[src/rtl/ddr_req_queue_pkg.sv]
// ddr_package: shared types and defaults for the DDR request queue.
//   req_entry_t  - request word {rw, addr, data} handed to the controller
//   req_state_e  - issue FSM states
//   REQ_ADDR_W / REQ_DATA_W fix the struct field widths; DEF_DEPTH and
//   DEF_BUSY_TO are the default parameter values.
package ddr_package;
  localparam int REQ_ADDR_W  = 32;
  localparam int REQ_DATA_W  = 64;
  localparam int DEF_DEPTH   = 8;
  localparam int DEF_BUSY_TO = 16;

  typedef struct packed {
    logic                  rw;   // 1 = write, 0 = read
    logic [REQ_ADDR_W-1:0] addr;
    logic [REQ_DATA_W-1:0] data;
  } req_entry_t;

  typedef enum logic [1:0] {IDLE, ISSUE, WAIT_BUSY, WAIT_DONE} req_state_e;
endpackage

[src/rtl/ddr_req_fifo.sv]
// ddr_req_fifo: in-order request storage.
//   clock, reset      - rising edge, synchronous active-high reset
//   push / wr_entry   - write wr_entry at the tail
//   pop  / rd_entry   - rd_entry is the head (combinational); pop advances it
//   full, empty       - derived from count only
//   count             - occupancy, 0..DEPTH
// Pointers are log2(DEPTH) bits and wrap on their own (DEPTH is a power of 2).
module ddr_req_fifo
  import ddr_package::*;
#(
  parameter int DEPTH = DEF_DEPTH
) (
  input  logic                     clock,
  input  logic                     reset,
  input  logic                     push,
  input  logic                     pop,
  input  req_entry_t               wr_entry,
  output req_entry_t               rd_entry,
  output logic                     full,
  output logic                     empty,
  output logic [$clog2(DEPTH):0]   count
);
  localparam int PW = $clog2(DEPTH);
  localparam int CW = PW + 1;

  req_entry_t      mem [DEPTH];
  logic [PW-1:0]   wr_ptr, rd_ptr;

  always_ff @(posedge clock) begin
    if (reset) begin
      wr_ptr <= '0;
      rd_ptr <= '0;
      count  <= '0;
    end else begin
      if (push) wr_ptr <= wr_ptr + 1'b1;
      if (pop)  rd_ptr <= rd_ptr + 1'b1;
      case ({push, pop})
        2'b10:   count <= count + 1'b1;
        2'b01:   count <= count - 1'b1;
        default: ;  // both or neither: occupancy unchanged
      endcase
    end
  end

  // Storage needs no reset; occupancy alone decides what is valid.
  always_ff @(posedge clock) begin
    if (push) mem[wr_ptr] <= wr_entry;
  end

  assign rd_entry = mem[rd_ptr];
  assign full     = (count == CW'(DEPTH));
  assign empty    = (count == '0);
endmodule

[src/rtl/ddr_req_queue.sv]
// ddr_req_queue: host request buffer in front of the DDR controller.
//   clock, reset            - rising edge, synchronous active-high reset
//   req_valid/req_ready     - host handshake; req_ready = not full
//   req_write/addr/data     - request fields (data ignored for reads)
//   data_out, act_cmd       - issued request word, qualified by a 1-cycle pulse
//   dev_busy                - controller busy; gates launch and closes an issue
//   q_count                 - queue occupancy
//   issue_err               - sticky: dev_busy failed to rise within BUSY_TO
// Optional: define DDR_REQ_STATS_EN to add wr_issued / rd_issued counters.
// Struct field widths come from ddr_package; ADDR_W/DATA_W size the host ports.
module ddr_req_queue
  import ddr_package::*;
#(
  parameter int DEPTH   = DEF_DEPTH,
  parameter int ADDR_W  = REQ_ADDR_W,
  parameter int DATA_W  = REQ_DATA_W,
  parameter int BUSY_TO = DEF_BUSY_TO
) (
  input  logic                   clock,
  input  logic                   reset,
  input  logic                   req_valid,
  output logic                   req_ready,
  input  logic                   req_write,
  input  logic [ADDR_W-1:0]      req_addr,
  input  logic [DATA_W-1:0]      req_data,
  output req_entry_t             data_out,
  output logic                   act_cmd,
  input  logic                   dev_busy,
  output logic [$clog2(DEPTH):0] q_count,
`ifdef DDR_REQ_STATS_EN
  output logic [31:0]            wr_issued,
  output logic [31:0]            rd_issued,
`endif
  output logic                   issue_err
);
  localparam int TW = $clog2(BUSY_TO + 1);

  req_state_e  state;
  logic [TW-1:0] to_cnt;
  req_entry_t  wr_entry, head;
  logic        push, launch, full, empty;

  assign wr_entry  = '{rw: req_write, addr: req_addr, data: req_data};
  assign req_ready = !full;
  assign push      = req_valid && req_ready;
  // Launch reads the registered count, so an entry pushed this cycle waits one.
  assign launch    = (state == IDLE) && !empty && !dev_busy;

  ddr_req_fifo #(.DEPTH(DEPTH)) u_fifo (
    .clock    (clock),
    .reset    (reset),
    .push     (push),
    .pop      (launch),
    .wr_entry (wr_entry),
    .rd_entry (head),
    .full     (full),
    .empty    (empty),
    .count    (q_count)
  );

  always_ff @(posedge clock) begin
    if (reset) begin
      state     <= IDLE;
      act_cmd   <= 1'b0;
      data_out  <= '0;
      to_cnt    <= '0;
      issue_err <= 1'b0;
    end else begin
      act_cmd <= 1'b0;
      case (state)
        IDLE: if (launch) begin
          data_out <= head;
          act_cmd  <= 1'b1;
          state    <= ISSUE;
        end
        ISSUE: begin
          state  <= WAIT_BUSY;
          to_cnt <= '0;
        end
        WAIT_BUSY: begin
          if (dev_busy) begin
            state <= WAIT_DONE;
          end else if (to_cnt == TW'(BUSY_TO - 1)) begin
            issue_err <= 1'b1;
            state     <= IDLE;
          end else begin
            to_cnt <= to_cnt + 1'b1;
          end
        end
        WAIT_DONE: if (!dev_busy) state <= IDLE;
        default:   state <= IDLE;
      endcase
    end
  end

`ifdef DDR_REQ_STATS_EN
  always_ff @(posedge clock) begin
    if (reset) begin
      wr_issued <= '0;
      rd_issued <= '0;
    end else if (state == ISSUE) begin
      if (data_out.rw && (wr_issued != 32'hFFFF_FFFF))  wr_issued <= wr_issued + 1'b1;
      if (!data_out.rw && (rd_issued != 32'hFFFF_FFFF)) rd_issued <= rd_issued + 1'b1;
    end
  end
`endif
endmodule
[config.mk]
export PLATFORM = sky130hd
export DESIGN_NAME = ddr_req_queue
export DESIGN_NICKNAME = d
export VERILOG_FILES = /design/src/rtl/ddr_req_queue_pkg.sv /design/src/rtl/ddr_req_fifo.sv /design/src/rtl/ddr_req_queue.sv
export SDC_FILE = /design/constraint.sdc
export NUM_CORES = 1
export LEC_CHECK = 0
export BUFFER_PORTS_ARGS = -buffer_cell sky130_fd_sc_hd__buf_2
export CAP_MARGIN = 20
export CORE_ASPECT_RATIO = 2
export CORE_UTILIZATION = 52
export DETAILED_ROUTE_END_ITERATION = 8
export GPL_ROUTABILITY_DRIVEN = 0
export PLACE_DENSITY = 0.76
export SLEW_MARGIN = 20
export SYNTH_ARGS = -nofsm -noshare
export SYNTH_HDL_FRONTEND = slang
export SYNTH_HIERARCHICAL = 1
export SYNTH_SLANG_ARGS = --single-unit
[constraint.sdc]
create_clock -name clock -period 13.6 [get_ports clock]
set_clock_uncertainty 0.1 [all_clocks]
set_input_delay 2.04 -clock clock [delete_from_list [all_inputs] [get_ports clock]]
set_output_delay 2.04 -clock clock [all_outputs]
set_load 0.01 [all_outputs]
==> impl_results.md, run 1 <==
- Status: complete, no violations
- CTS resizes: 0
- Ports: 205
- Relative slew slack: about a quarter
- Placed wire-length estimate: 39200 um
- Unique masters post-synth: 35
- Iteration-0 DRC count of the detailed router: about 1300
- Mux cell area share after synthesis: around 16%
- Number of flops mapped to enable cells by yosys: between 700 and 800
- Drt total wl: about 68000 um
- Antenna Nets Post-Route: 0
- Vias per cell: about 5.9
- Reg-to-Reg End: u_fifo/mem[3][71]$_DFFE_PP_
- CP top delay family: simple AND/OR/NAND/NOR gates
- Worst Setup Start Kind: primary input
- Std cell rows: ~130
- Ys flop type: edfxtp_1
- Adder-cell area share of the yosys netlist: 0.262%
- Fin nets: between 1500 and 2000
- Die height: roughly 360 um
- Via count of the first global-routing pass: approximately 17000
- Layout area overhead: 12.9%
- Max Cap Viol: 0
- Max IR drop VDD: between 150 and 200 uV
- Post-Synth Simple-Gate Area: under 10%
- Port bufs: 204
- Post-synthesis sequential area ratio: approximately three quarters
- Crit-path cells: buf_2 > or4_4 > inv_6 > ha_1 > nor4bb_1 > o21ai_0 > o31ai_1 > mux2_2
- Async set-reset flop share out of synthesis: 0%
- Congestion Overflow GR: 0
- Critical Path End Type: register
- # clock sinks: just under 900
- Clk Tree Root Cell: clkbuf_16
- First-pass GRT wire length: 104000 um
- Crit Reg-Reg Startpoint: u_fifo/count[1]$_SDFFE_PP0P_
- Post-Synthesis Cells: about 1700
- Bufs and invs on worst path: 2
- Slowest cell on crit path: or4_4
- Hold_ws: about 350 ps
- Post-Syn Area per Cell: just over 20 um2
- RSZ-0062 raised after global routing: false
- Crit path time final: 4950 ps
- Syn. warnings: 6
- PwrDens: roughly 180 mW/mm2
- Die width: 181 um
- Main combinational cell family by area after synthesis: multiplexers
- Critical path class: in2reg
- Final setup vio count: 0
- Die ar.: between 0.06 and 0.07 mm2
- H-tree Lvls: 3
- Reg2reg setup slack: 9630 ps
- Worst-path clk slew: roughly 60 ps
- Final hold viol count: 0
- Critical path required time: approximately 14000 ps
- Largest net degree at the start of global routing: approximately 110
- Ratio of final minimum period to clock period: 36.4%
- All-Layer GR Usage: 21.4%
- XOR/XNOR Fraction of Synth Area: less than 1%
- Synth Net Count: 1770
- WHS Path Cells: 2
- Core Area: roughly 0.064 mm2
- Mapped Area: ~0.033 mm2
- CTS Hold Bufs: 0
- WL per Instance: around 25 um
- Initial Util: a little over half
- Synth Area in Compound Gates: between 1.5 and 2%
- TritonCTS clock tree: yes
- Seq cells post-synth: around 900
- Worst-Margin Slew: ~1100 ps
- Standby leakage power: approximately 12 nW
- Power Total: roughly 6.8 mW
- Worst hold start: data_out[84]$_SDFFE_PP0P_
- Worst stage delay on the critical path: between 800 and 900 ps
- Cells on worst reg2reg path: 6
- CTS buffer count: 74
- Min-Delay Endpoint: data_out[84]$_SDFFE_PP0P_
- Clock buffer depth: 3
- Achievable frequency: 202 MHz
- Initial antenna violation count: 19
- Pins Over Slew Limit: 0
- Drt first pass iters: 7
- Residual DRC: 0
- Fill count: approximately 4500
- Share of layout cells above drive strength 1: approximately a third
- WP data arrival: about 5400 ps
- Postcts setup bufs: 0
- Vias: 16088
- CP max FO: approximately 100
- Min-delay worst type: reg2reg
- Clk_lat worst skew: ~630 ps
- Setup TNS: 0 ps
==> state kept, by name, indices dropped and copies added, names as in the netlist, named ones only <==
register	cells
u_fifo/mem	776
data_out	97
to_cnt	5
u_fifo/count	4
u_fifo/rd_ptr	3
u_fifo/wr_ptr	3
state	2
act_cmd	1
issue_err	1
==> worst max-delay path by stage <==
stage | from | endpoint | slack, ps | depth (start not counted)
6_report | dev_busy | u_fifo/count[3]$_SDFFE_PP0P_ | 8650 | 8
5_1_grt | dev_busy | u_fifo/count[3]$_SDFFE_PP0P_ | 8520 | 8
4_1_cts | dev_busy | u_fifo/count[2]$_SDFFE_PP0P_ | 8730 | 10
3_5_place_dp | dev_busy | u_fifo/count[2]$_SDFFE_PP0P_ | 8080 | 10
3_3_place_gp | req_valid | u_fifo/mem[3][20]$_DFFE_PP_ | 8100 | 6
2_1_floorplan | req_valid | u_fifo/mem[0][0]$_DFFE_PP_ | 3770 | 3
==> worst reg2reg max path: cells and delay by family (launching register included) <==
family | cells | cell delay, ps
flip-flops | 1 | 490
AND/OR/NAND/NOR | 4 | 1720
buffers and inverters | 2 | 1230
==> cell usage after synthesis (2+ instances only) <==
cell type	instances	share of area [%]
edfxtp_1	776	70
nand2_1	202	2.3
mux4_2	194	13
dfxtp_1	119	7.1
a21oi_1	105	1.6
mux2_2	98	3.3
clkbuf_1	36	0.40
buf_2	22	0.33
buf_6	21	0.71
nor2_1	19	0.21
buf_1	11	0.12
ha_1	7	0.26
nand2b_1	6	0.11
o21ai_0	5	0.075
xor2_1	5	0.13
inv_1	4	0.045
mux2i_1	4	0.12
nor2b_1	4	0.075
nand3_1	3	0.045
nor4b_1	3	0.078
or3_1	3	0.056
nor3_1	2	0.030
==> layout by cell type (no fill, tap or decap), drive strengths merged <==
cell and n:
clkinv 19, xnor2 1, dfxtp 119, nand3 3, ha 7, nand2b 6, or3 3, and3 1
bufinv 10, nor4b 3, inv 9, nor4 1, nand2 202, xor2 5, nor3 2, nor2b 4
clkbuf 94, or4 1, a31oi 1, edfxtp 776, diode 6, nand3b 1, nand4 1, buf 230
o21ai 5, o31ai 1, mux4 194, mux2 98, nor2 19, clkinvlp 7, mux2i 4, a21oi 105
nor4bb 1, or4b 1, a211oi 1
==> cells by family (layout without fill, tap and decap cells) <==
kind of cell,Yosys count,count (layout)
muxes,296,296
AOI/OAI and AO/OA,113,113
adders and majority gates,7,7
and+or+nand+nor,249,249
buffers and inverters,96,369
DFF,895,895
xor gates and xnor gates,6,6
other,0,6
==> per-layer routing <==
metal / global-route usage, % / vias to the layer above / wire length [um]
li1: - / 7034 / -
met1: 25.9 / 8311 / 25600
met2: 37.8 / 584 / 36600
met3: 4.37 / 137 / 4410
met4: 7.53 / 22 / 1700
met5: 0 / - / 152
==> stage by stage <==
stage	util [%]	worst slack [ps]	cell area, um2	cells
after floorplan	-	3770	33500	1662
after global placement	55.3	8100	35200	2598
after detailed placement	55.3	8080	35200	2598
after CTS	59.2	8730	37700	2732
after global routing	59.3	8520	37800	2735
final	59.3	8650	37800	2739
==> layout make-up <==
class	count	area, um2	area share (%)
sequential	895	25700	68.0
multi-input combinational	671	7300	19.3
clock buffer	94	1990	5.26
timing repair buffer	230	1250	3.32
antenna	6	15.0	0.0397
clock inverter	40	508	1.34
tap	798	998	2.64
inverter	5	23.8	0.0629
==> report_power, final <==
| part | internal [mW] | switching, mW |
|---|---|---|
| registers | 3.18 | 0.110 |
| clock network | 1.24 | 0.942 |
| logic | 0.622 | 0.691 |
No activity file was read; power rests on OpenSTA's default activity.
==> run 2: changes to the inputs <==
==> constraint.sdc (replaced) <==
create_clock -name clock -period 4.6 [get_ports clock]
set_clock_uncertainty 0.1 [all_clocks]
set_input_delay 0.69 -clock clock [delete_from_list [all_inputs] [get_ports clock]]
set_output_delay 0.69 -clock clock [all_outputs]
set_load 0.01 [all_outputs]
==> run 2 against run 1 <==
Non-clock buffer count grew 3; core utilization grew 0.23 points; sequential share of layout area shrank 0.26 points; power grew to 3.0 times the previous value; combinational power grew to 3.0 times the previous value; first-iteration DRC count shrank 7.7%; cell area grew 0.38%; sequential power grew to 2.9 times the previous value; worst setup slack lost 7100 ps; routed wire length grew 0.97%; clock power grew to 3.0 times the previous value; critical path type is now reg2reg; critical endpoint is now u_fifo/count[2]$_SDFFE_PP0P_; largest cell class unchanged; largest power group unchanged.
==> impl_results.md, run 2 (same netlist as run 1, synthesis figures left out) <==
- Status: complete, no violations (unchanged)
- Ports: 205 (unchanged)
- Clk Tree Root Cell: clkbuf_16 (unchanged)
- Power Total: 20.0 mW (was 6.78 mW)
- Largest Register: u_fifo/mem (unchanged)
- Iteration-0 DRC count of the detailed router: 1154 (was 1250)
- H-tree Lvls: 3 (unchanged)
- Fin nets: 1991 (was 1985)
- # clock sinks: 895 (unchanged)
- Sequential Area: 0.0257 mm2 (unchanged)
- Achievable frequency: roughly 320 MHz
- Cells on worst reg2reg path: 10 (was 6)
- Ratio of final minimum period to clock period: around two thirds
- Pins Over Slew Limit: 0 (unchanged)
- Initial antenna violation count: 19 (unchanged)
- Die ar.: 0.0655 mm2 (unchanged)
- Worst-Margin Slew: 1100 ps (was 1110 ps)
- Final setup vio count: 0 (unchanged)
- RSZ-0062 raised after global routing: false (unchanged)
- Critical path class: reg2reg (was in2reg)
- Standby leakage power: 12.2 nW (about the same)
- Most frequent cells in the layout: edfxtp_1, buf_2, nand2_1 (unchanged)
- Placed wire-length estimate: 37400 um (was 39200 um)
- Regs by FF count: u_fifo/mem: 776 flops, data_out: 97 flops, to_cnt: 5 flops (unchanged)
- CTS buffer count: 77 (was 74)
- First-pass GRT wire length: 105000 um (was 104000 um)
- Crit path time final: ~3100 ps
- Met2 Wirelength: 36700 um (was 36600 um)
- CTS resizes: 0 (unchanged)
- Final hold viol count: 0 (unchanged)
- Met3 wire len: 3600 um (was 4410 um)
- Clock buffer depth: 3 (unchanged)
- PwrDens: 529 mW/mm2 (was 179 mW/mm2)
- Residual DRC: 0 (unchanged)
- Die height: 361 um (unchanged)
- Vias: 16130 (was 16088)
- Min-delay worst type: in2reg (was reg2reg)
- WL per Instance: 25.2 um (was 25.0 um)
- Via count of the first global-routing pass: 17286 (was 17079)
- Max Cap Viol: 0 (unchanged)
- Final WS setup: 1520 ps (was 8650 ps)
- Worst Setup Start Kind: register (was primary input)
- Drt total wl: 69100 um (was 68500 um)
- CP max FO: 49 (was 102)
- Crit Reg-Reg Startpoint: u_fifo/count[1]$_SDFFE_PP0P_ (unchanged)
- Largest net degree at the start of global routing: 81 (was 107)
- Max IR drop VDD: 468 uV (was 161 uV)
- WP data arrival: 3490 ps (was 5360 ps)
- WHS Path Cells: 1 (was 2)
- Crit path launch: u_fifo/count[1]$_SDFFE_PP0P_ (was dev_busy)
- Core Area: 0.0638 mm2 (unchanged)
- Clk_lat worst skew: 610 ps (was 630 ps)
- Worst-path clk slew: 70 ps (was 60 ps)
- Relative slew slack: 26.4% (was 26.1%)
- Vias per cell: 5.88 (was 5.87)
- All-Layer GR Usage: 21.8% (was 21.4%)
- Std cell rows: 131 (unchanged)
- Share of layout cells above drive strength 1: 33.5% (about the same)
- Multi-input logic area: 0.00732 mm2 (was 0.00730 mm2)
- Die width: 181 um (unchanged)
- TritonCTS clock tree: yes (unchanged)
- CTS Hold Bufs: 0 (unchanged)
- Highest metal used: met5 (unchanged)
- Layout area overhead: 13.3% (was 12.9%)
- Met1 wire length: 26900 um (was 25600 um)
- Postcts setup bufs: 0 (unchanged)
- Fill count: 4546 (was 4484)
- Initial Util: 52.5% (unchanged)
- Antenna Nets Post-Route: 0 (unchanged)
- Drt first pass iters: 5 (was 7)
- Place WS: 1250 ps (was 8080 ps)
- Largest register FFs: 776 (unchanged)
- Congestion Overflow GR: 0 (unchanged)
- Critical Path End Type: register (unchanged)
- Port bufs: 204 (unchanged)
- Commonest non-fill, non-tap cell in the layout: edfxtp_1 (unchanged)
- Critical path required time: 5020 ps (was 14000 ps)
- Worst hold start: req_data[2] (was data_out[84]$_SDFFE_PP0P_)
[run 2: changes by cell type in the layout (fill, tap and decap cells not counted), moves of 2 or more]
cell	before	now
clkinvlp_4	6	4
diode_2	6	4
nor3_2	2	0
clkinv_2	13	11
bufinv_16	10	7
clkinv_1	5	9
nor3_4	0	2
buf_4	24	19
buf_12	1	11
clkinv_4	0	3
clkbuf_16	76	81
inv_16	2	0
[run 2: path summary, 6_finish.rpt]
path / endpoint / slack (ps)
setup reg to reg: u_fifo/count[2]$_SDFFE_PP0P_ / 1520
hold / removal: u_fifo/mem[3][2]$_DFFE_PP_ / 250
setup / recovery: u_fifo/count[2]$_SDFFE_PP0P_ / 1520
hold reg to reg: data_out[95]$_SDFFE_PP0P_ / 350
[run 2: through the flow]
step           hold slack (ps)  utilization (%)  TNS [ps]  cell area [um2]  cells
2_1_floorplan              348                -   -675630            33500   1662
3_3_place_gp               344             55.5         0            35400   2602
3_5_place_dp               345             55.5         0            35400   2602
4_1_cts                    212             59.5         0            37900   2740
5_1_grt                    240             59.5         0            37900   2744
6_report                   248             59.5         0            37900   2744
[run 2: routing by layer]
metal / GRT usage (%) / vias to the layer above
met3: 3.53 / 134
li1: - / 7059
met5: 0 / -
met2: 38.4 / 479
met4: 8.16 / 18
met1: 26.9 / 8440
[run 2: area by class of cell]
class / count / area share [%]
clock inverter: 37 / 0.996
antenna: 4 / 0.0264
multi-input combinational: 671 / 19.3
timing repair buffer: 233 / 3.63
sequential: 895 / 67.7
tap: 798 / 2.63
inverter: 5 / 0.0627
clock buffer: 101 / 5.62
[run 2: worst max-delay path, stage by stage (launching register included)]
cell and delay, ps:
dfxtp_1 490, nor4_1 100, or4_4 740, inv_6 160, ha_1 260, xor2_1 110
ha_1 190, a21oi_1 190, xor2_1 120, or3_1 340, a21oi_1 190
[run 2: report_power, final]
part	leakage, nW	total [mW]	internal, mW	switching [mW]
logic	3.01	3.91	1.86	2.05
registers	8.02	9.69	9.39	0.299
clock network	1.22	6.45	3.67	2.77
total	12.2	20.0	14.9	5.12
